**src/rtl/simple_iface.sv**
```systemverilog
// rtl/simple_iface.sv - 8-bit data holding register with write bookkeeping
module simple_iface #(
    parameter int               DATA_W    = 8,
    parameter logic [DATA_W-1:0] RESET_VAL = '0,
    parameter logic [7:0]        INST_ID   = 8'h00
) (
    input  logic              clk,
    input  logic              rst_n,
    input  logic              wr_en,
    input  logic [DATA_W-1:0] wr_data,
    input  logic              clr,
    output logic [DATA_W-1:0] data,
    output logic              valid,
    output logic              changed,
    output logic [7:0]        wr_count,
    output logic [7:0]        inst_id
);

    assign inst_id = INST_ID;

    // clr takes priority over wr_en: a write in a clearing cycle is dropped
    always_ff @(posedge clk or negedge rst_n) begin
        if (!rst_n) begin
            data     <= RESET_VAL;
            valid    <= 1'b0;
            changed  <= 1'b0;
            wr_count <= 8'd0;
        end else if (clr) begin
            data     <= RESET_VAL;
            valid    <= 1'b0;
            changed  <= 1'b0;
            wr_count <= 8'd0;
        end else if (wr_en) begin
            data    <= wr_data;
            valid   <= 1'b1;
            changed <= (wr_data != data);
            if (wr_count != 8'hFF) begin
                wr_count <= wr_count + 8'd1;
            end
        end else begin
            changed <= 1'b0;
        end
    end

endmodule

```
**config.mk**
```make
export PLATFORM = sky130hd
export DESIGN_NAME = simple_iface
export DESIGN_NICKNAME = d
export VERILOG_FILES = /design/src/rtl/simple_iface.sv
export SDC_FILE = /design/constraint.sdc
export NUM_CORES = 1
export LEC_CHECK = 0
export BUFFER_PORTS_ARGS = -buffer_cell sky130_fd_sc_hd__buf_2
export CAP_MARGIN = 30
export CELL_PAD_IN_SITES_DETAIL_PLACEMENT = 1
export CELL_PAD_IN_SITES_GLOBAL_PLACEMENT = 1
export CORE_MARGIN = 5
export CORE_UTILIZATION = 35
export DETAILED_ROUTE_END_ITERATION = 6
export PLACE_DENSITY = 0.77
export SYNTH_ARGS = -nofsm -noshare
export SYNTH_HDL_FRONTEND = slang
export SYNTH_SLANG_ARGS = --single-unit
export TNS_END_PERCENT = 10
```
**constraint.sdc**
```tcl
create_clock -name clk -period 2 [get_ports clk]
set_input_delay 0.2 -clock clk [delete_from_list [all_inputs] [get_ports clk]]
set_output_delay 0.2 -clock clk [all_outputs]
set_load 0.01 [all_outputs]
```
==> out/results.ini, run 1 <==
[run_status]
status = completed

[worst_setup_path]
arrival_ps = 1940
startpoint_type = flip-flop
slowest_delay_ps = 470
path_class = flip-flop to flip-flop
required_ps = 2180
crit_chain = ha_1 > and4_1 > a21boi_1 > mux2_1
path_max_fanout = 7
worstSetupEndpointType = flip-flop
slowest_stage = dfrtp_1

[clock_network]
cts-buffers-inserted = 3
cts_tree = built
clkSinkCount = 18
clk_pin_slew_ps = 100
cts_buffer_depth = 2
htreeDepth = 1
clock_latency_ps = 280
cts_root_buf = clkbuf_4

[die]
fp-row-count = 19
core_sq_um = 2758
initial_core_util = 0.3684
dieArea_sq_um = 4080
ios = 38
die_h_um = 63.88
fp.dieW_um = 63.88

[synthesis]
synth_xor_area_frac = 0.06897
synthMuxAreaShare = 0.1108
synth_area_leader_cell = dfrtp_1
yosys.area_share.adder = 0.01232
synth.most_common_cell = dfrtp_1
synthSimpleGateAreaFrac = 0.2081
synth_cells = 100
syn_area_sq_um = 1016
synth_edf_count = 0
synth_top_family_by_area = simple AND/OR/NAND/NOR gates
yosys-top-cells-count = dfrtp_1, nor2_1, mux2i_1
syn_avg_cell_area_sq_um = 10.16
synth_compound_area_frac = 0.06281
synth_ff_type = dfrtp_1
yosysWarnings = 0
yosysUniqueCellTypes = 33
synth_area_leaders = dfrtp_1, mux2i_1, xor2_1, buf_4, nor2_1
synth-seq-area-share = 0.4433
ys_ff_latch = 18
synth.top_cell.area_share = 0.4433
synthArstFlopShare = 1.000

[grt]
grt_pass1_wl_mm = 3.981
overflow = 0
track_usage = 0.1195
antenna_found_initial = 0
first_global_vias = 862
grt_max_degree = 22

[run]
max_cap_violations = 0

[layout]
nFillCells = 342
diodes = 0
areaGrowthSynthToFinish_pct = 16.38
final_area_sq_um = 1182
layout.nets = 144
fin_util = 0.4288
drive_above_1_share = 0.2713

[timing]
finalCriticalPeriod_ps = 1761
finalCritPeriodShare = 0.8804
setup_tns_ps = 0
rsz0062_at_grt = no
max_freq_mhz = 567.9
drv_slew = 0
clock_skew_ps = 1.767
finalHoldViolCount = 0
setup_viol = 0

[pwr]
powerDensity_nw_per_um2 = 580.4
internal_power_mw = 0.4955
p_sw_mw = 0.1908
power.share.sequential = 0.577
switching_share = 0.2780
power_frac_comb = 0.165
power_frac_clock = 0.258
worst_ir_drop_vdd_v = 0.0002966
p_leak_nw = 0.6173

[detailed_routing]
drc = 0
dr.first_iter.drc_count = 9
finalWirelength_mm = 2.353
antenna_left = 0
vias_per_cell = 5.100
vias = 816
avgRoutedWirePerCell_um = 14.71
drtPass1Iterations = 4

[placement]
place.gp.congestion = 0.7424
dpl_cell_area_sq_um = 1150
port_buffers = 29

[min_path]
min_path_type = primary input to flip-flop

state kept, by name (all words and copies together) (netlist names):
signal / flops
valid: 1
changed: 1
data: 8
wr_count: 8
worst paths after layout:
check,from,endpoint,slack [ps],cells after the start
setup reg to reg,wr_count[0]$_DFFE_PN0P_,wr_count[0]$_DFFE_PN0P_,240,4
min in group asynchronous,rst_n,data[6]$_DFFE_PN0P_,370,2
hold / removal,wr_data[5],data[5]$_DFFE_PN0P_,180,3
setup / recovery,wr_count[0]$_DFFE_PN0P_,wr_count[0]$_DFFE_PN0P_,240,4
hold reg to reg,valid$_DFFE_PN0P_,valid$_DFFE_PN0P_,510,2
max in group asynchronous,rst_n,wr_count[1]$_DFFE_PN0P_,1340,2
layout by cell type, fill, tap and decap left out, drive strengths merged, types with 3 or more instances in the layout:
| cell | count |
|---|---|
| nor2b | 3 |
| nand3 | 3 |
| a21oi | 4 |
| xor2 | 8 |
| mux2i | 9 |
| nand2b | 4 |
| dfrtp | 18 |
| clkbuf | 3 |
| nor3 | 4 |
| nor2 | 12 |
| conb | 8 |
| buf | 30 |
| nor4 | 3 |
power by group through the flow:
stage,Combinational (mW),Sequential [mW],Clock [mW]
after floorplan,0.0701,0.409,0
final,0.113,0.396,0.177
after CTS,0.116,0.396,0.188
after global routing,0.127,0.400,0.206
after detailed placement,0.113,0.403,0
after global placement,0.111,0.401,0
routing by layer:
| metal | global-route usage | wire length [um] | vias up |
|---|---|---|---|
| met3 | 0.03678 | 171 | 4 |
| met1 | 0.1337 | 995 | 397 |
| met2 | 0.2136 | 1168 | 24 |
| met5 | 0 | 0 | - |
| met4 | 0.03896 | 17 | 0 |
| li1 | - | - | 391 |
cells by family (layout without fill, tap and decap cells):
group	Yosys count	in the layout
buf+inv	14	36
fa+ha+maj	1	1
xor+xnor	8	8
flops	18	18
other cells	1	8
compound gates	10	10
mux	11	11
simple gates	37	37
worst max-delay path: cells and delay by family (launching register included):
kind,cells,cell delay (ps)
and+or+nand+nor,1,280
DFF,1,470
adders and majority gates,1,310
muxes,1,350
AOI/OAI and AO/OA,1,230
what timing repair did:
| item | CTS | global route |
|---|---|---|
| endpoints found under the setup margin | 0 | 0 |
| hold buffers | 1 | 0 |
| endpoints found under the hold margin | 18 | 0 |
| setup buffers | 0 | 0 |
| resized for setup | 0 | 0 |
metrics by stage:
stage | power, mW | instances | hold WS (ps) | setup WS (ps)
CTS | 0.7001 | 160 | 170.4 | 229.4
finish | 0.6863 | 160 | 179.9 | 239.2
floorplan | 0.4791 | 107 | -95.59 | 361.9
global placement | 0.5114 | 156 | 154.7 | 342.3
detailed placement | 0.5166 | 156 | 165.5 | 259.0
global route | 0.7324 | 160 | 166.9 | 161.9
cell type report:
class | instances | area [sq um] | share of cell area
Tap cell | 31 | 38.79 | 0.03280
Inverter | 2 | 7.507 | 0.006349
Timing Repair Buffer | 31 | 162.7 | 0.1376
Multi-Input combinational cell | 75 | 500.5 | 0.4233
Clock buffer | 3 | 22.52 | 0.01905
Sequential cell | 18 | 450.4 | 0.3810
No activity file was read; power rests on OpenSTA's default activity.
==> run 2, diff against run 1 <==
clock period = 1.8 ns   (was 2 ns; I/O delays follow)
==> out/results.ini, run 2 (synthesis results as in run 1) <==
[pwr]
p_leak_nw = 0.6277  ; +1.7%
worst_ir_drop_vdd_v = 0.0003577  ; +21%
fin_total_pwr_mw = 0.7636  ; +11%
powerDensity_nw_per_um2 = 637.7  ; +9.9%

[min_path]
hp-start = wr_data[0]
whs_path_depth = 3  ; unchanged
min_path_type = primary input to flip-flop
whs_endpoint = data[0]$_DFFE_PN0P_

[worst_setup_path]
crit_chain = ha_1 > and4_1 > a21boi_1 > mux2_1
worstSetupEndpointType = flip-flop
crit_family = flip-flops
arrival_ps = 1800  ; -140 ps
slowest_delay_ps = 400  ; -70 ps
path_class = flip-flop to flip-flop
cp_num_buf_inv = 0  ; unchanged
path_depth = 4  ; unchanged
path_max_fanout = 7  ; unchanged
r2r-start = wr_count[0]$_DFFE_PN0P_
startpoint_type = flip-flop
slowest_stage = dfrtp_1
required_ps = 1980  ; -200 ps
ff2ff_path_depth = 4  ; unchanged
r2r_slack_ps = 170  ; -70 ps
r2r_end = wr_count[0]$_DFFE_PN0P_

[layout]
seq_area_sq_um = 450.4  ; unchanged
most-common-layout-cells = buf_2, dfrtp_1, nor2_1
diodes = 0  ; unchanged
drive_above_1_share = 0.2824  ; +0.01112
fin_util = 0.4342  ; +0.005445
final_area_sq_um = 1197  ; +1.3%
nFillCells = 343  ; +0.29%
layout.nets = 146  ; +1.4%
reg.largest.list = data x8, wr_count x8
areaGrowthSynthToFinish_pct = 17.86
multi_input_area_sq_um = 500.5  ; unchanged
final_common_cell = buf_2

[detailed_routing]
finalWirelength_mm = 2.292  ; -2.6%
drtPass1Iterations = 3  ; -1
vias = 814  ; -0.25%
antenna_left = 0  ; unchanged
avgRoutedWirePerCell_um = 14.15  ; -3.8%
dr.first_iter.drc_count = 15  ; +6
vias_per_cell = 5.025  ; -1.5%
drc = 0  ; unchanged

[die]
die_h_um = 63.88  ; unchanged
core_sq_um = 2758  ; unchanged
ios = 38  ; unchanged
dieArea_sq_um = 4080  ; unchanged
fp.dieW_um = 63.88  ; unchanged
fp-row-count = 19  ; unchanged
initial_core_util = 0.3684  ; unchanged

[timing]
finalHoldViolCount = 0  ; unchanged
max_freq_mhz = 614.3  ; +8.2%
drv_slew = 0  ; unchanged
rsz0062_at_grt = no
setup_tns_ps = 0  ; unchanged
worst_slack_ps = 172.2  ; -67.07 ps
clock_skew_ps = 2.282  ; +0.5149 ps
finalCritPeriodShare = 0.9043  ; +0.02397
setup_viol = 0  ; unchanged
finalCriticalPeriod_ps = 1628  ; -132.9 ps

[run_status]
status = completed

[clock_network]
cts_resized = 0  ; unchanged
cts-buffers-inserted = 3  ; unchanged
cts_buffer_depth = 2  ; unchanged
cts_tree = built
htreeDepth = 1  ; unchanged
cts_root_buf = clkbuf_4
clock_latency_ps = 290  ; about the same
clk_pin_slew_ps = 90  ; about the same
clkSinkCount = 18  ; unchanged

[run]
max_cap_violations = 0  ; unchanged

[grt]
antenna_found_initial = 0  ; unchanged
first_global_vias = 887  ; +2.9%
grt_max_degree = 22  ; unchanged
track_usage = 0.1229  ; +0.003360
grt_pass1_wl_mm = 4.077  ; +2.4%
overflow = 0  ; unchanged

[placement]
dpl_cell_area_sq_um = 1165  ; +1.3%
place.gp.congestion = 0.7046  ; -5.1%
dp_hpwl_mm = 1.802
place_ws_ps = 177.8  ; -81.25 ps
port_buffers = 29  ; unchanged

-- run 2: worst reg2reg max path, cell delays in order, from the launching register on --
cell	delay, ps
dfrtp_1	400
ha_1	280
and4_1	270
a21boi_1	230
mux2_1	340
-- run 2: worst max path at each step --
stage	startpoint	endpoint	slack, ps
floorplan	wr_count[0]$_DFFE_PN0P_	wr_count[0]$_DFFE_PN0P_	160
global placement	wr_count[0]$_DFFE_PN0P_	wr_count[0]$_DFFE_PN0P_	240
detailed placement	wr_count[0]$_DFFE_PN0P_	wr_count[0]$_DFFE_PN0P_	180
CTS	wr_count[0]$_DFFE_PN0P_	wr_count[0]$_DFFE_PN0P_	160
global route	wr_count[0]$_DFFE_PN0P_	wr_count[0]$_DFFE_PN0P_	90
finish	wr_count[0]$_DFFE_PN0P_	wr_count[0]$_DFFE_PN0P_	170
-- run 2: layout make-up --
| cell class | instances | share of cell area |
|---|---|---|
| clock buffers | 3 | 0.01881 |
| inverters | 2 | 0.006270 |
| multi-input cells | 75 | 0.4180 |
| flip-flops and latches | 18 | 0.3762 |
| well taps | 31 | 0.03239 |
| repair buffers | 33 | 0.1484 |
-- run 2: power breakdown --
part	internal, mW	switching (mW)	total [mW]
registers	0.421	0.0135	0.435
clock network	0.0777	0.115	0.192
logic	0.0566	0.0800	0.137
-- run 2: through the flow --
stage	cells	hold slack, ps
floorplan	107	-115.6
global placement	158	132.9
detailed placement	158	134.6
CTS	162	162.8
global route	162	185.2
finish	162	166.0
-- run 2: routing by layer --
metal / GRT usage / wire length, um / up-vias / part of all wire
met5: 0 / 0 / - / 0
met4: 0.04675 / 36 / 0 / 0.016
met3: 0.03678 / 177 / 4 / 0.077
met2: 0.2123 / 1117 / 24 / 0.49
met1: 0.1416 / 960 / 394 / 0.42
li1: - / - / 392 / -
-- run 2: what timing repair did --
item / 4_1_cts / 5_1_grt
setup buffers: 0 / 0
hold buffers: 1 / 0
hold endpoints to repair: 18 / 0
